==> src/rtl/tone_synth_pkg.sv <==
// ============================================================================
// Package : audio_pkg
// Shared types and constants for the tone synthesis stage.
// Rev 1.0 : initial release
// ============================================================================
`default_nettype none

package audio_pkg;

  typedef enum logic [1:0] {
    IDLE    = 2'd0,
    PLAY    = 2'd1,
    RELEASE = 2'd2
  } state_t;

  localparam int unsigned AMPLITUDE_DEF = 5_000_000;
  localparam int unsigned STEP          = AMPLITUDE_DEF / 16;

  localparam int HP_W  = 16;
  localparam int DUR_W = 20;
  localparam int VOL_W = 4;

endpackage

`default_nettype wire

==> src/rtl/tone_synth_if.sv <==
// ============================================================================
// Interface : tone_synth_if
// Note request valid/ready channel from the sequencer.
// Rev 1.0 : initial release
// ============================================================================
`default_nettype none

interface tone_synth_if;
  import audio_pkg::*;

  logic             note_valid;
  logic             note_ready;
  logic [HP_W-1:0]  note_half_period;
  logic [DUR_W-1:0] note_duration;
  logic [VOL_W-1:0] note_volume;

  modport master (
    output note_valid, note_half_period, note_duration, note_volume,
    input  note_ready
  );

  modport slave (
    input  note_valid, note_half_period, note_duration, note_volume,
    output note_ready
  );
endinterface

`default_nettype wire

==> src/rtl/tone_synth_envelope.sv <==
// ============================================================================
// Module : tone_envelope
// Linear envelope: one level step every ENV_RATE writes, up to target or down to 0.
// Rev 1.0 : initial release
// ============================================================================
`default_nettype none

module tone_envelope
  import audio_pkg::*;
#(
  parameter int ENV_RATE = 480
) (
  input  logic             clk,
  input  logic             reset,
  input  logic             clear,
  input  logic             wr,
  input  logic             falling,
  input  logic [VOL_W-1:0] target,
  output logic [VOL_W-1:0] level,
  output logic             at_zero
);

  localparam int CW = (ENV_RATE > 1) ? $clog2(ENV_RATE) : 1;
  localparam logic [CW-1:0] LAST = CW'(ENV_RATE - 1);

  logic [CW-1:0] env_cnt;

  always_ff @(posedge clk or posedge reset) begin
    if (reset) begin
      env_cnt <= '0;
      level   <= '0;
    end else if (clear) begin
      env_cnt <= '0;
      level   <= '0;
    end else if (wr) begin
      if (env_cnt == LAST) begin
        env_cnt <= '0;
        if (falling) begin
          if (level != '0) level <= level - 1'b1;
        end else if (level < target) begin
          level <= level + 1'b1;
        end
      end else begin
        env_cnt <= env_cnt + 1'b1;
      end
    end
  end

  assign at_zero = (level == '0);

endmodule

`default_nettype wire

==> src/rtl/tone_synth.sv <==
// ============================================================================
// Module : tone_synth
// Streams an enveloped square wave per accepted note, one sample per FIFO write.
// Rev 1.0 : initial release
// ============================================================================
`default_nettype none

module tone_synth
  import audio_pkg::*;
#(
  parameter int unsigned AMPLITUDE = AMPLITUDE_DEF,
  parameter int          ENV_RATE  = 480,
  parameter int          SAMPLE_W  = 32
) (
  input  logic                clk,
  input  logic                reset,
  tone_synth_if.slave         note,
  input  logic                stop,
  input  logic                audio_out_allowed,
  output logic                write_audio_out,
  output logic [SAMPLE_W-1:0] left_channel_audio_out,
  output logic [SAMPLE_W-1:0] right_channel_audio_out,
  output logic                note_active,
  output logic                note_done
);

  localparam logic [SAMPLE_W-1:0] STEP_V = SAMPLE_W'(AMPLITUDE / 16);

  state_t             state, state_nxt;
  logic               wr, accept;
  logic [HP_W-1:0]    hp, half_cnt;
  logic [DUR_W-1:0]   dur_cnt;
  logic [VOL_W-1:0]   vol, level;
  logic               phase, at_zero;
  logic [SAMPLE_W-1:0] sample, mag, sample_nxt;

  assign wr              = audio_out_allowed;
  assign write_audio_out = audio_out_allowed;
  assign note.note_ready = (state == IDLE) && !stop && !reset;
  assign accept          = note.note_valid && note.note_ready;
  assign note_active     = (state != IDLE);

  always_ff @(posedge clk or posedge reset) begin
    if (reset) state <= IDLE;
    else       state <= state_nxt;
  end

  always_comb begin
    state_nxt = state;
    note_done = 1'b0;
    case (state)
      IDLE:    if (accept) state_nxt = (note.note_duration == '0) ? RELEASE : PLAY;
      PLAY:    if (stop || (wr && dur_cnt == DUR_W'(1))) state_nxt = RELEASE;
      RELEASE: if (wr && at_zero) begin
                 state_nxt = IDLE;
                 note_done = 1'b1;
               end
      default: state_nxt = IDLE;
    endcase
  end

  tone_envelope #(.ENV_RATE(ENV_RATE)) u_env (
    .clk     (clk),
    .reset   (reset),
    .clear   (accept),
    .wr      (wr && (state != IDLE)),
    .falling (state == RELEASE),
    .target  (vol),
    .level   (level),
    .at_zero (at_zero)
  );

  // Magnitude is formed unsigned, then negated for the low half-wave.
  assign mag        = STEP_V * SAMPLE_W'(level);
  assign sample_nxt = (hp == '0) ? '0 : (phase ? mag : (~mag + 1'b1));

  always_ff @(posedge clk or posedge reset) begin
    if (reset) begin
      sample   <= '0;
      hp       <= '0;
      vol      <= '0;
      phase    <= 1'b0;
      half_cnt <= '0;
      dur_cnt  <= '0;
    end else begin
      if (accept) begin
        hp       <= note.note_half_period;
        vol      <= note.note_volume;
        dur_cnt  <= note.note_duration;
        phase    <= 1'b1;
        half_cnt <= '0;
      end else if (wr && (state != IDLE)) begin
        if (hp != '0) begin
          if (half_cnt == hp - 1'b1) begin
            half_cnt <= '0;
            phase    <= ~phase;
          end else begin
            half_cnt <= half_cnt + 1'b1;
          end
        end
        if (state == PLAY) dur_cnt <= dur_cnt - 1'b1;
      end
      if (wr) begin
        if (state == IDLE || (state == RELEASE && at_zero)) sample <= '0;
        else                                                 sample <= sample_nxt;
      end
    end
  end

  assign left_channel_audio_out  = sample;
  assign right_channel_audio_out = sample;

endmodule

`default_nettype wire

==> src/flat_wrapper.sv <==
// flat-port wrapper written by rule: the top's interface ports become plain ports
module tone_synth_flat import audio_pkg::*;
#(
  parameter int unsigned AMPLITUDE = AMPLITUDE_DEF,
  parameter int          ENV_RATE  = 480,
  parameter int          SAMPLE_W  = 32
)
  (clk, reset, stop, audio_out_allowed, write_audio_out, left_channel_audio_out, right_channel_audio_out, note_active, note_done, note_note_valid, note_note_half_period, note_note_duration, note_note_volume, note_note_ready);
  tone_synth_if note_i ();
  input  logic clk;
  input  logic reset;
  input  logic stop;
  input  logic audio_out_allowed;
  output logic write_audio_out;
  output logic [SAMPLE_W-1:0] left_channel_audio_out;
  output logic [SAMPLE_W-1:0] right_channel_audio_out;
  output logic note_active;
  output logic note_done;
  input wire logic [$bits(note_i.note_valid)-1:0] note_note_valid;
  input wire logic [$bits(note_i.note_half_period)-1:0] note_note_half_period;
  input wire logic [$bits(note_i.note_duration)-1:0] note_note_duration;
  input wire logic [$bits(note_i.note_volume)-1:0] note_note_volume;
  output wire logic [$bits(note_i.note_ready)-1:0] note_note_ready;
  assign note_i.note_valid = note_note_valid;
  assign note_i.note_half_period = note_note_half_period;
  assign note_i.note_duration = note_note_duration;
  assign note_i.note_volume = note_note_volume;
  assign note_note_ready = note_i.note_ready;
  tone_synth #(.AMPLITUDE(AMPLITUDE), .ENV_RATE(ENV_RATE), .SAMPLE_W(SAMPLE_W)) u_core (.clk(clk), .reset(reset), .note(note_i), .stop(stop), .audio_out_allowed(audio_out_allowed), .write_audio_out(write_audio_out), .left_channel_audio_out(left_channel_audio_out), .right_channel_audio_out(right_channel_audio_out), .note_active(note_active), .note_done(note_done));
endmodule
==> config.mk <==
export PLATFORM = sky130hd
export DESIGN_NAME = tone_synth_flat
export DESIGN_NICKNAME = d
export VERILOG_FILES = /design/src/rtl/tone_synth_pkg.sv /design/src/rtl/tone_synth_if.sv /design/src/rtl/tone_synth_envelope.sv /design/src/rtl/tone_synth.sv /design/src/flat_wrapper.sv
export SDC_FILE = /design/constraint.sdc
export NUM_CORES = 1
export LEC_CHECK = 0
export CORE_ASPECT_RATIO = 1.5
export CORE_UTILIZATION = 40
export CTS_BUF_LIST = sky130_fd_sc_hd__clkbuf_8 sky130_fd_sc_hd__clkbuf_16
export DETAILED_ROUTE_END_ITERATION = 8
export GPL_ROUTABILITY_DRIVEN = 0
export HOLD_SLACK_MARGIN = 0.02
export PLACE_DENSITY = 0.59
export SLEW_MARGIN = 20
export SYNTH_ARGS = -nofsm -noshare
export SYNTH_HDL_FRONTEND = slang
export SYNTH_SLANG_ARGS = --single-unit
==> constraint.sdc <==
create_clock -name clk -period 11.1 [get_ports clk]
set_clock_uncertainty 0.15 [all_clocks]
set_input_delay 2.22 -clock clk [delete_from_list [all_inputs] [get_ports clk]]
set_output_delay 2.22 -clock clk [all_outputs]
set_load 0.005 [all_outputs]
# Word level (Yosys, flattened, before mapping)
# Index checks and enable logic that the tools add are counted.
# classes
addsub	7
mul	1
n_lt_le_gt_ge	1
eq_ne	9
muxes	30
bitwise	2
n_reduce_logical	29
# op_table
operator	count
32-bit 2-to-1 mux	3
16-bit 2-to-1 mux	4
20-bit 2-to-1 mux	3
32-bit by 1-bit adder with 32-bit output, second input constant	1
23-bit inverter with 32-bit output	1
9-bit 2-to-1 mux	3
4-bit 2-to-1 mux	6
17-bit by 4-bit multiplier with 21-bit output, first input constant	1
20-bit by 1-bit == test with 1-bit output, second input constant	1
20-bit zero test	1
20-bit by 1-bit subtractor with 20-bit output, second input constant	1
16-bit by 1-bit adder with 16-bit output, second input constant	1
16-bit == test	1
16-bit zero test	1
16-bit nonzero test	1
16-bit by 1-bit subtractor with 16-bit output, second input constant	1
2-bit nonzero test	6
9-bit by 1-bit adder with 9-bit output, second input constant	1
9-bit == test, second input constant	1
2-bit 2-to-1 mux	4
1-bit logical AND	7
1-bit 2-to-1 mux	6
2-bit by 1-bit inequality test with 1-bit output, second input constant	3
2-bit one-hot mux with 3 select lines	1
16 further kinds	20
# word_totals
regBits	104
output_inout_bits	68
wordCells	88

# Longest topological paths before layout
# depth
depth_word	6
mapped_depth	14
depth_no_buf	14

# Hierarchy
# A second synthesis with hierarchy kept.
# unflattened
hier_cells	858
hier_area_um2	7387.1
# modules_own_cells
mod	n_inst	cells_each	area_each_um2
tone_synth	1	764	6481.2
tone_envelope	1	94	905.9

# Least setup slack after synthesis
# Ideal clock, no wire load.
# synth_timing
path_type	input to output
start	input port audio_out_allowed
end	output port note_done
arrival_time_ns	2.810
t_required_ns	8.730
slack_ns	5.920
path_stages	3
path_buffers	2
path_cell_list	clkbuf_1 clkbuf_1 and2_1
# synth_via
elab_chain_cells	3
# synth_lines
item	line_no	rtl
start: declaration	flat_wrapper.sv:13	input logic audio_out_allowed;
1-bit logical AND	tone_synth.sv:54	RELEASE: if (wr && at_zero) begin
1-bit 2-to-1 mux	tone_synth.sv:54	
1-bit 2-to-1 mux	tone_synth.sv:51	case (state)
end: declaration	flat_wrapper.sv:18	output logic note_done;
# Every way passes these cells.

# Worst setup path after layout
# Same ends and word-level chain as after synthesis.

==> metrics.md <==
| Metric | Value |
|---|---|
| Critical Path RT | 8730 ps |
| Commonest cells after routing, fill and taps aside | nand2_1 (115), clkdlybuf4s50_1 (108), dfrtp_1 (102), nor2_1 (53), o21ai_0 (40) |
| Max Slew Vio Count | 0 |
| Vias/cell | 5.66 |
| Largest net degree at the start of global routing | 61 |
| Setup CP Type | primary input to output pin |
| Worst hold path cell count | 2 |
| DR pass1 iterations | 6 |
| Vias in the first global route | 6035 |
| Worst Path Max Fanout | 17 |
| Register bit total from synthesis | 102 |
| Layout cells sized above 1 | 0.0440 |
| Cell Area, Synth | 7000 um2 |
| Crit path arrival time | 3580 ps |
| Pre-CTS WS | 5140 ps |
| Worst skew pair latency | 350 ps |
| Hold-fix buffers, CTS | 0 |
| Rows | 58 |
| WL final | 18.6 mm |
| Mean routed wirelength per cell | 17.3 um |
| TritonCTS clock tree | done |
| Setup crit end kind | output pin |
| ANT cells | 0 |
| Post-CTS Setup Bufs | 0 |
| DR iter-0 viols | 261 |
| Hold endpoint | u_core.vol[0]$_DFFE_PP0P_ |
| IO Pins | 113 |
| Hold Path Class | register to register |
| Area Growth Syn to Fin | 18.2% |
| # nets final | 942 |
| First-pass GRT wire length | 29.9 mm |
| Final period utilization | 0.536 |
| Residual DRC | 0 |
| Post-DP HPWL | 14.0 mm |
| Detail Route Antenna Nets | 0 |
| Seq/Total Area, Yosys | 0.365 |
| # fillers | 1648 |
| Clk pin slew, worst setup/hold paths | 70 ps |
| Mapped Cells | 799 |
| Commonest non-fill, non-tap cell in the layout | nand2_1 |
| Final setup fails | 0 |
| H-tree levels | 3 |
| Fmax | 0.168 GHz |
| Register-to-Register Path Depth | 14 |
| Hold Path Origin | u_core.vol[0]$_DFFE_PP0P_ |
| Initial antenna violation count | 0 |
| Leak pwr | 0.00358 uW |
| Status | finished clean |
| Unrepaired setup endpoints after global routing | no |
| Max IR drop VDD | 0.000167 V |
| CTS max path bufs | 2 |
| CP Launch Type | primary input |
| Core area | 16900 um2 |
| Reg2reg setup slack | 6250 ps |
| Total grt overflow | 0 |
| Clk sink count | 102 |
| GR Util All Layers | 0.214 |
| Num CTS Buffers | 9 |
| FF/Latch Area | 2550 um2 |
| MaxCap Viol Count | 0 |
| Hold Vio Cnt, Final | 0 |
| Power Dens Cells | 255 nW/um2 |
| Resized Gates After CTS | 0 |
| Async set or reset register ratio after synthesis | 1.00 |
| FF-to-FF Start | u_core.u_env.level[2]$_DFFE_PP0P_ |
| Die X | 110 um |
| Post-synthesis cell type count | 71 |
| PortBufs | 108 |
| Worst R2R End | u_core.left_channel_audio_out[27]$_DFFE_PP0P_ |
| Final worst setup slack | 5150 ps |
| Via count | 6069 |
| Area of the multi-input gates | 3930 um2 |
| YS warnings | 0 |
| Setup TNS | 0 ps |
| Full die area | 18000 um2 |
| Chip height | 164 um |
| Root buf cell | clkbuf_16 |
| Top FF cell, synth | dfrtp_1 |
| Worst slew margin | 0.296 |
| Syn avg cell area | 8.76 um2 |
| Tightest Pin Transition | 1060 ps |
| Starting Density | 0.414 |
| Crit path time final | 5950 ps |
| Post-synth EDFFs | 0 |
[synth_stat cells, types with 12 or more instances]
cell type | instances | area (um2)
nand4_1 | 12 | 75.1
clkbuf_1 | 27 | 101
xor2_1 | 31 | 272
a22o_1 | 17 | 149
inv_1 | 38 | 143
nand2_1 | 115 | 432
o21ai_0 | 40 | 200
dfrtp_1 | 102 | 2550
nor3_1 | 22 | 110
a21oi_1 | 29 | 145
nand3_1 | 29 | 145
ha_1 | 36 | 450
nor4_1 | 13 | 81.3
nor2_1 | 54 | 203
xnor2_1 | 39 | 342
buf_4 | 35 | 263
o211ai_1 | 12 | 90.1
[report_power, final]
group          internal [uW]  switching, uW
Combinational            511            635
Clock                    153            149
Sequential               490            168
[cell type report]
type	count	area share
clock buffers	9	0.0272
clock inverters	7	0.00590
inverters	38	0.0176
multi-input cells	596	0.475
flip-flops and latches	102	0.309
well taps	210	0.0318
repair buffers	111	0.134
[layer usage]
layer | vias to the layer above | GRT usage | wire length [um]
li1 | 2941 | - | -
met1 | 3002 | 0.239 | 7320
met2 | 100 | 0.402 | 10400
met3 | 26 | 0.0310 | 478
met4 | 0 | 0.0758 | 402
met5 | - | 0 | 0
[critical path, cell delays in order]
cell and delay [ps]:
clkdlybuf4s50_1 480, buf_4 220, and2_1 150, clkdlybuf4s50_1 500
[worst max path at each step]
| stage | start | end | slack [ps] |
|---|---|---|---|
| floorplan | audio_out_allowed | note_done | 5920 |
| global placement | audio_out_allowed | note_done | 5150 |
| detailed placement | audio_out_allowed | note_done | 5140 |
| CTS | audio_out_allowed | note_done | 5130 |
| global route | reset | note_note_ready | 5100 |
| finish | audio_out_allowed | note_done | 5150 |
[metrics by stage]
step	instance area [um2]	hold WS, ps	util	instances	power (uW)
finish	8270	353	0.489	1073	2110
global route	8270	389	0.489	1073	2280
CTS	8260	366	0.489	1073	2120
detailed placement	7990	349	0.472	1057	1810
global placement	7990	318	0.472	1057	1780
floorplan	7010	297	-	802	1460
[state kept, by name, summed over array words and instances, names as in the netlist]
| name | cells |
|---|---|
| u_core.hp | 16 |
| u_core.u_env.level | 4 |
| u_core.phase | 1 |
| u_core.dur_cnt | 20 |
| u_core.u_env.env_cnt | 9 |
| u_core.half_cnt | 16 |
| u_core.vol | 4 |
| u_core.state | 2 |
| u_core.left_channel_audio_out | 30 |
[cell families (layout without fill, tap and decap cells)]
group,Yosys count,after routing,share of synthesized area
AO/OA/AOI/OAI,176,176,0.180
flip-flops,102,102,0.365
buffers and inverters,104,165,0.0758
adder cells (fa/ha/maj),39,39,0.0730
other,1,4,0.000536
XOR/XNOR,70,70,0.0876
AND/OR/NAND/NOR,303,303,0.212
multiplexers,4,4,0.00590
Note: power is estimated with default switching activity, not from simulation.
